===== src/rtl/hub75_rx_capture.sv =====
// hub75_rx_capture
// Receives a HUB75-style panel stream (bit clock, latch, row-pair address,
// serial top/bottom RGB), oversampled on clk_in. Each latched row pair is
// written out pixel by pixel (top row, then bottom row) over a valid/ready
// port into a frame buffer.
//
// Ports:
//   clk_in, n_reset_in       system clock, async active-low reset
//   bit_clk_in               panel bit clock (async)
//   latch_enable_in          panel latch, active high (async)
//   addr_in                  panel row-pair address (async)
//   rgb_top_in, rgb_bot_in   serial {R,G,B} for top / bottom half (async)
//   pxl_valid_out/ready_in   pixel write handshake
//   pxl_addr_out             row*NUM_COLS + col
//   pxl_rgb_out              pixel colour
//   row_done_out             pulse after the last pixel of a row pair is accepted
//   overrun_out              pulse when a latch is dropped (write-out busy)
//   length_err_out           sticky: latch seen with bit count != NUM_COLS
//
// Handshake: a write transfers on a cycle where pxl_valid_out && pxl_ready_in.
// While pxl_valid_out is high and pxl_ready_in low, valid, address and colour
// hold their values; they are decoded only from flops (state, col, buffers).

module hub75_rx_capture #(
  parameter int NUM_ROWS   = 32,
  parameter int NUM_COLS   = 64,
  parameter int ROW_ADDR_W = $clog2(NUM_ROWS/2),
  parameter int PXL_ADDR_W = $clog2(NUM_ROWS*NUM_COLS)
) (
  input  logic                  clk_in,
  input  logic                  n_reset_in,
  input  logic                  bit_clk_in,
  input  logic                  latch_enable_in,
  input  logic [ROW_ADDR_W-1:0] addr_in,
  input  logic [2:0]            rgb_top_in,
  input  logic [2:0]            rgb_bot_in,
  output logic                  pxl_valid_out,
  input  logic                  pxl_ready_in,
  output logic [PXL_ADDR_W-1:0] pxl_addr_out,
  output logic [2:0]            pxl_rgb_out,
  output logic                  row_done_out,
  output logic                  overrun_out,
  output logic                  length_err_out
);

  localparam int CNT_W = $clog2(NUM_COLS + 2);
  localparam int COL_W = $clog2(NUM_COLS);
  localparam int SR_W  = 3 * NUM_COLS;

  typedef enum logic [1:0] {IDLE, WR_TOP, WR_BOT, DONE} state_t;

  state_t state_q, state_d;

  // Synchronizers: every panel input sees the same two-stage depth so data
  // sampled at a detected bit-clock rise is the data present at the panel edge.
  logic                  bclk_s1, bclk_s2, bclk_s3;
  logic                  le_s1, le_s2, le_s3;
  logic [ROW_ADDR_W-1:0] addr_s1, addr_s2;
  logic [2:0]            top_s1, top_s2, bot_s1, bot_s2;

  logic [SR_W-1:0]       top_sr, bot_sr, top_buf, bot_buf;
  logic [SR_W-1:0]       top_shifted, bot_shifted;
  logic [CNT_W-1:0]      bit_cnt, cnt_next;
  logic [COL_W-1:0]      col;
  logic [ROW_ADDR_W-1:0] row_addr;
  logic [PXL_ADDR_W-1:0] row_sel;
  logic                  bclk_rise, le_rise, latch_take, col_last, accept;

  always_ff @(posedge clk_in or negedge n_reset_in) begin
    if (!n_reset_in) begin
      bclk_s1 <= 1'b0; bclk_s2 <= 1'b0; bclk_s3 <= 1'b0;
      le_s1   <= 1'b0; le_s2   <= 1'b0; le_s3   <= 1'b0;
      addr_s1 <= '0;   addr_s2 <= '0;
      top_s1  <= '0;   top_s2  <= '0;
      bot_s1  <= '0;   bot_s2  <= '0;
    end else begin
      bclk_s1 <= bit_clk_in;      bclk_s2 <= bclk_s1; bclk_s3 <= bclk_s2;
      le_s1   <= latch_enable_in; le_s2   <= le_s1;   le_s3   <= le_s2;
      addr_s1 <= addr_in;         addr_s2 <= addr_s1;
      top_s1  <= rgb_top_in;      top_s2  <= top_s1;
      bot_s1  <= rgb_bot_in;      bot_s2  <= bot_s1;
    end
  end

  assign bclk_rise  = bclk_s2 & ~bclk_s3;
  assign le_rise    = le_s2 & ~le_s3;
  assign latch_take = le_rise && (state_q == IDLE);
  assign col_last   = (col == COL_W'(NUM_COLS - 1));
  assign accept     = pxl_valid_out && pxl_ready_in;

  // Shift first, latch second: a latch in the same cycle as a bit-clock rise
  // captures the post-shift registers and judges the post-increment count.
  // Newest bit enters column 0, so the first of NUM_COLS bits ends in the top
  // column, as in a physical shift chain.
  always_comb begin
    top_shifted = top_sr;
    bot_shifted = bot_sr;
    cnt_next    = bit_cnt;
    if (bclk_rise) begin
      top_shifted = {top_sr[SR_W-4:0], top_s2};
      bot_shifted = {bot_sr[SR_W-4:0], bot_s2};
      if (bit_cnt != CNT_W'(NUM_COLS + 1)) cnt_next = bit_cnt + 1'b1;
    end
  end

  always_ff @(posedge clk_in or negedge n_reset_in) begin
    if (!n_reset_in) begin
      top_sr         <= '0;
      bot_sr         <= '0;
      top_buf        <= '0;
      bot_buf        <= '0;
      bit_cnt        <= '0;
      row_addr       <= '0;
      col            <= '0;
      overrun_out    <= 1'b0;
      length_err_out <= 1'b0;
    end else begin
      top_sr      <= top_shifted;
      bot_sr      <= bot_shifted;
      bit_cnt     <= le_rise ? '0 : cnt_next;
      overrun_out <= le_rise && (state_q != IDLE);
      if (le_rise && (cnt_next != CNT_W'(NUM_COLS))) length_err_out <= 1'b1;
      if (latch_take) begin
        top_buf  <= top_shifted;
        bot_buf  <= bot_shifted;
        row_addr <= addr_s2;
        col      <= '0;
      end else if (accept) begin
        col <= col_last ? '0 : col + 1'b1;
      end
    end
  end

  // FSM: state register
  always_ff @(posedge clk_in or negedge n_reset_in) begin
    if (!n_reset_in) state_q <= IDLE;
    else             state_q <= state_d;
  end

  // FSM: next state
  always_comb begin
    state_d = state_q;
    case (state_q)
      IDLE:    if (latch_take)                     state_d = WR_TOP;
      WR_TOP:  if (pxl_ready_in && col_last)       state_d = WR_BOT;
      WR_BOT:  if (pxl_ready_in && col_last)       state_d = DONE;
      DONE:                                        state_d = IDLE;
      default:                                     state_d = IDLE;
    endcase
  end

  // FSM: outputs. Bottom half of the panel sits NUM_ROWS/2 rows below.
  always_comb begin
    pxl_valid_out = 1'b0;
    pxl_addr_out  = '0;
    pxl_rgb_out   = '0;
    row_done_out  = 1'b0;
    row_sel       = PXL_ADDR_W'(row_addr);
    case (state_q)
      WR_TOP: begin
        pxl_valid_out = 1'b1;
        pxl_addr_out  = row_sel * PXL_ADDR_W'(NUM_COLS) + PXL_ADDR_W'(col);
        pxl_rgb_out   = top_buf[int'(col)*3 +: 3];
      end
      WR_BOT: begin
        row_sel       = PXL_ADDR_W'(row_addr) + PXL_ADDR_W'(NUM_ROWS/2);
        pxl_valid_out = 1'b1;
        pxl_addr_out  = row_sel * PXL_ADDR_W'(NUM_COLS) + PXL_ADDR_W'(col);
        pxl_rgb_out   = bot_buf[int'(col)*3 +: 3];
      end
      DONE:    row_done_out = 1'b1;
      default: ;
    endcase
  end

endmodule


===== config.mk =====
export PLATFORM = sky130hd
export DESIGN_NAME = hub75_rx_capture
export DESIGN_NICKNAME = d
export VERILOG_FILES = /design/src/rtl/hub75_rx_capture.sv
export SDC_FILE = /design/constraint.sdc
export NUM_CORES = 2
export LEC_CHECK = 0
export CAP_MARGIN = 10
export CELL_PAD_IN_SITES_DETAIL_PLACEMENT = 2
export CELL_PAD_IN_SITES_GLOBAL_PLACEMENT = 2
export CORE_ASPECT_RATIO = 1.75
export CORE_MARGIN = 5
export CORE_UTILIZATION = 35
export CTS_BUF_LIST = sky130_fd_sc_hd__clkbuf_2 sky130_fd_sc_hd__clkbuf_4 sky130_fd_sc_hd__clkbuf_8
export DETAILED_ROUTE_END_ITERATION = 16
export PLACE_DENSITY = 0.78
export SLEW_MARGIN = 20
export SYNTH_ARGS = -nofsm -noshare
export SYNTH_HDL_FRONTEND = slang
export SYNTH_SLANG_ARGS = --single-unit

===== constraint.sdc =====
create_clock -name clk_in -period 3.9 [get_ports clk_in]
set_input_delay 0.78 -clock clk_in [delete_from_list [all_inputs] [get_ports clk_in]]
set_output_delay 0.78 -clock clk_in [all_outputs]
set_load 0.01 [all_outputs]

### Word level (Yosys, flattened, before mapping)

Cells that the tools add are included.

| storage, ports and cells | value |
|---|---|
| bits in registers | 815 |
| input bits | 15 |
| output and inout port bits | 18 |
| logic and storage cells | 69 |

| operators by class | value |
|---|---|
| add/sub/neg operators | 5 |
| multiply operators | 1 |
| equality and inequality tests | 9 |
| shift-type cells | 2 |
| muxes and demuxes | 16 |
| bitwise gates (word level) | 4 |
| reductions and logical operators | 10 |

Operators with widths:

| cell | number |
|---|---|
| 192-bit two-way mux | 2 |
| 192-bit by 32-bit variable part select with 3-bit output | 1 |
| 192-bit by 9-bit variable part select with 3-bit output | 1 |
| 11-bit case mux with 2 select lines | 1 |
| 7-bit two-way mux | 3 |
| 6-bit two-way mux | 3 |
| 7-bit inequality test (second input constant) | 2 |
| 10-bit by 6-bit adder with 11-bit output | 1 |
| 11-bit by 6-bit adder with 11-bit output | 1 |
| 6-bit by 2-bit multiplier with 8-bit output (second input constant) | 1 |
| 2-bit case mux with 4 select lines | 1 |
| 7-bit by 1-bit adder with 7-bit output (second input constant) | 1 |
| 6-bit by 1-bit adder with 6-bit output (second input constant) | 1 |
| 6-bit == test (second input constant) | 1 |
| 2-bit two-way mux | 3 |
| 2-bit inequality test (second input constant) | 3 |
| 3-bit case mux with 2 select lines | 1 |
| 4-bit by 5-bit adder with 5-bit output (second input constant) | 1 |
| 1-bit logical AND | 5 |
| 2-bit == test (second input constant) | 2 |
| 2-bit nonzero test | 2 |
| 3-bit AND reduction | 1 |
| 1-bit bitwise AND | 2 |
| 2-bit by 1-bit == test with 1-bit output (second input constant) | 1 |
| 4 further kinds | 6 |

### Longest topological paths before layout

| depth | value |
|---|---|
| word-level depth | 6 |
| mapped depth | 11 |
| gate-level depth less buffers | 8 |

### Worst setup path before layout

No wires, ideal clock.

| timing | value |
|---|---|
| kind | register to output |
| start | register state_q[0] |
| end | output pxl_rgb_out[1] |
| arrival | 2.505 ns |
| data required time | 3.120 ns |
| slack | 0.615 ns |
| stages on the path, launching flop included | 11 |
| path buffers | 4 |
| path through | dfrtp_1 inv_1 ha_1 buf_2 buf_2 buf_2 buf_1 mux2_2 a22oi_1 nand3_1 a32o_1 |

| on the way | value |
|---|---|
| longest elaborated chain between the ends | 2 |
| elaborated cells between the ends (all ways) | 3 |
| classes of those cells | eq/ne (2); mux (1) |

Ends and longest elaborated chain:

| what | line | RTL |
|---|---|---|
| start, declared | 52 | `state_t state_q, state_d;` |
| start signal, assigned | 137 | `else state_q <= state_d;` |
| 2-bit == test or 2-bit by 1-bit == test with 1-bit output (tied branches) | 159 | `case (state_q)` |
| 3-bit case mux with 2 select lines * | 159 |  |
| end, declared | 40 | `output logic [2:0] pxl_rgb_out,` |

Every way passes the cells marked *; elsewhere a longest branch is shown, timed or not.

### Worst setup path after layout

| timing | value |
|---|---|
| start | register col[0] |
| end | output pxl_rgb_out[0] |

| on the way | value |
|---|---|
| longest elaborated chain between the ends | 3 |
| elaborated cells between the ends (all ways) | 4 |
| classes of those cells | mul (1); shift (2); mux (1) |

Ends and longest elaborated chain:

| what | line | RTL |
|---|---|---|
| start, declared | 64 | `logic [COL_W-1:0] col;` |
| start signal, assigned | 129 | `col <= col_last ? '0 : col + 1'b1;` |
| 6-bit by 2-bit multiplier with 8-bit output * | 163, 169 |  |
| 192-bit by 9-bit variable part select with 3-bit output or 192-bit by 32-bit variable part select with 3-bit output (tied branches) | 169, 163 |  |
| 3-bit case mux with 2 select lines * | 159 |  |

Marks and branches as above.

==> impl_metrics.csv <==
group,metric,value,unit
detailed_routing,drtPass1Iterations,4,
floorplanning,die_h,420,um
worst_setup_path,crit_path_start,"col[0]",
timing,setup_viol,3,
hold_path,min_path_type,"flop to flop",
worst_setup_path,critPathArrivalTime,3.48,ns
synth,synth_compound_area_share,1.38,%
power,peakVddDrop,0.286,mV
grt,grt_max_degree,132,
detailed_routing,wl,103000,um
cts,cts.sinks,815,
timing,min_period,4.26,ns
placed_design,globalplace.congestion,0.787,
synth,synth_area,0.0337,mm^2
cells_and_area,regArea,0.0204,mm^2
detailed_routing,viasPerCell,5.06,
synth,synthXorXnorAreaFrac,0.156,%
placed_design,port-buffer-count,32,
cts,cts_tree,"yes",
grt,grt_pass1_vias,29500,
cells_and_area,utilization,40.7,%
synth,synth-seq-cells,815,
floorplanning,dieArea,0.103,mm^2
timing,slew_viol_final,0,
power,total_power,21.8,mW
worst_setup_path,path_max_fanout,4,
synth,synth_enable_flop_cells,0,
timing,worst_slew_pin_slew,0.838,ns
power,p_leak,21.2,nW
placed_design,dp.cells,4815,
timing,hold_viol,0,
timing,tns,-1.02,ns
synth,synthAdderAreaFrac,0.260,%
cts,cts_buffers,130,
worst_setup_path,endpoint,"pxl_rgb_out[0]",
floorplanning,io_pins,33,
synth,ys.flop_type,"dfrtp_1",
worst_setup_path,critPathLaunchType,"flop",
grt,grt_pass1_wl,164000,um
flow_run,maxCapViolCount,0,
worst_setup_path,regToRegSetupSlack,1.40,ns
synth,synth_top_family_by_area,"simple AND/OR/NAND/NOR gates",
placed_design,placed_area,0.0358,mm^2
floorplanning,start_util,35.3,%
status,violations,"negative setup slack",
timing,relSlewSlack,44.0,%
timing,skew,0.0290,ns
worst_setup_path,r2r_cells,10,
cells_and_area,multi_input_area,0.0125,mm^2
grt,grt-ovfl-total,0,
floorplanning,core-area,0.0955,mm^2
cells_and_area,mostFrequentLayoutCell,"nand2_1",
worst_setup_path,setup.worst_path.class,"flop to primary output",
worst_setup_path,crit_required,3.12,ns
cells_and_area,fin_area,0.0389,mm^2
detailed_routing,drc,0,
detailed_routing,postRouteAntennaNets,0,
synth,ys_seq_area_share,60.5,%
worst_setup_path,reg2reg_from,"col[0]",
placed_design,dp_hpwl,65800,um
cells_and_area,mostFrequentLayoutCells,"nand2_1 (2335), dfrtp_1 (812), clkbuf_8 (156)",
power,power_density,562,mW/mm^2
worst_setup_path,critPathCaptureType,"primary output",
grt,antenna_found_initial,2,
synth,muxShareOfSynthArea,7.63,%
timing,setup_ws,-0.359,ns
synth,avgSynthCellArea,9.15,um^2
cts,clk_path_buf_depth,3,
synth,synth_nets,3702,
hold_path,hold_depth,0,
timing,fmaxAchievable,235,MHz
floorplanning,die_w,245,um
detailed_routing,drt_iter0_drc,1328,
floorplanning,num_rows,150,
status,status,"complete, but fails checks",
cts,path_clk_slew,0.07,ns
cells_and_area,nets,3782,
detailed_routing,wl_per_cell,20.3,um
worst_setup_path,r2r-end,"state_q[0]",
synth,synthCells,3680,
synth,ys_async_sr_fraction,100,%
detailed_routing,vias,25600,
timing,rsz0062_at_grt,"true",
cells_and_area,layout-drive-gt1-share,12.3,%
cts,htreeDepth,4,
cells_and_area,area_delta_synth_final,15.4,%
grt,grtUsageTotal,20.1,%
cts,clk_latency,0.81,ns
synth,synth_cell_types,48,
cells_and_area,final_cells,5065,
cts,cts-root-buf,"clkbuf_8",
cells_and_area,fillers,10300,
synth,ys_warn_count,0,
synth,synth_simple_gate_area_share,27.4,%
timing,finalCritPeriodShare,109,%
==> layer usage <==
| layer | routed length, um | global-route usage (%) | share of wire, % |
|---|---|---|---|
| met1 | 39900 | 22.7 | 39 |
| met2 | 55600 | 37.5 | 54 |
| met3 | 3040 | 3.40 | 3.0 |
| met4 | 4230 | 8.49 | 4.1 |
| met5 | 0 | 0 | 0 |
==> registers in the layout, summed over array words and instances, names as in the netlist, 4 cells and up <==
name,flops
addr_s2,4
top_buf,192
top_sr,192
addr_s1,4
bot_sr,192
row_addr,4
bit_cnt,7
col,6
bot_buf,192
==> final cells by class <==
| class | instances | area share (%) |
|---|---|---|
| Inverter | 6 | 0.0580 |
| Multi-Input combinational cell | 2648 | 32.2 |
| Antenna cell | 1 | 0.00644 |
| Clock inverter | 18 | 0.328 |
| Timing Repair Buffer | 159 | 4.55 |
| Clock buffer | 202 | 6.41 |
| Sequential cell | 815 | 52.5 |
| Tap cell | 1216 | 3.92 |
==> stage by stage <==
stage	setup WS, ns	hold slack, ns
3_5_place_dp	-0.127	0.338
4_1_cts	-0.468	0.307
5_1_grt	-0.512	0.341
3_3_place_gp	-0.0488	0.335
6_report	-0.359	0.349
2_1_floorplan	0.615	0.331
==> cells by family after synthesis <==
family                     after synthesis
xor gates and xnor gates                 6
buffers and inverters                  217
muxes                                  142
AOI/OAI and AO/OA                       69
and+or+nand+nor                       2424
adders and majority gates                7
DFF                                    815
==> worst min path at each step <==
stage	to	start	slack, ns
4_1_cts	bot_s1[0]	rgb_bot_in[0]	0.31
3_3_place_gp	top_s2[0]	top_s1[0]	0.34
2_1_floorplan	addr_s2[0]	addr_s1[0]	0.33
6_report	le_s2	le_s1	0.35
3_5_place_dp	bot_s2[2]	bot_s1[2]	0.34
5_1_grt	addr_s1[1]	addr_in[1]	0.34
==> cells in the mapped netlist (2+ instances only) <==
library cell | n | area [um^2]
nand3_1 | 17 | 85.1
mux2i_1 | 39 | 390
nand2_1 | 2336 | 8770
dfrtp_1 | 815 | 20400
inv_1 | 6 | 22.5
mux2_2 | 16 | 180
nor2_1 | 27 | 101
nand2b_1 | 8 | 50.1
a21oi_1 | 24 | 120
o41ai_1 | 2 | 17.5
buf_4 | 3 | 22.5
buf_6 | 3 | 33.8
ha_1 | 7 | 87.6
mux4_1 | 11 | 289
nand4_1 | 3 | 18.8
nor2b_1 | 9 | 56.3
nor3b_1 | 2 | 15.0
xor2_1 | 5 | 43.8
and3_1 | 2 | 12.5
buf_8 | 2 | 30.0
nor3_1 | 3 | 15.0
clkbuf_1 | 176 | 661
a22oi_1 | 11 | 82.6
and2_1 | 13 | 81.3
buf_1 | 14 | 52.6
o22ai_1 | 3 | 18.8
o2111ai_1 | 6 | 52.6
a211oi_1 | 2 | 15.0
o21ai_0 | 7 | 35.0
a32o_1 | 2 | 20.0
buf_2 | 13 | 65.1
o221ai_1 | 2 | 17.5
mux4_2 | 76 | 1710
==> worst max-delay path: stages, from the launching register on <==
cell and delay [ns]:
dfrtp_4 0.53, buf_12 0.16, buf_12 0.13, buf_6 0.13, mux4_2 0.42, mux2i_1 0.23
a21oi_2 0.13, o41ai_2 0.32, nand3_1 0.19, a32o_2 0.30, buf_6 0.13
==> report_power, final <==
group / leakage [nW] / switching (mW) / internal [mW]
Clock: 1.38 / 3.54 / 4.06
Sequential: 11.2 / 0.483 / 9.05
Combinational: 8.63 / 2.79 / 1.91
==> repair_timing <==
item / CTS / global route
setup endpoints to repair: 13 / 3
hold buffers: 1 / 0
setup buffers: 15 / 12
gates cloned: 1 / 1
hold endpoints to repair: 50 / 0
resized for setup: 60 / 18
pin swaps: 9 / 10
(Power assumes the default switching activity.)
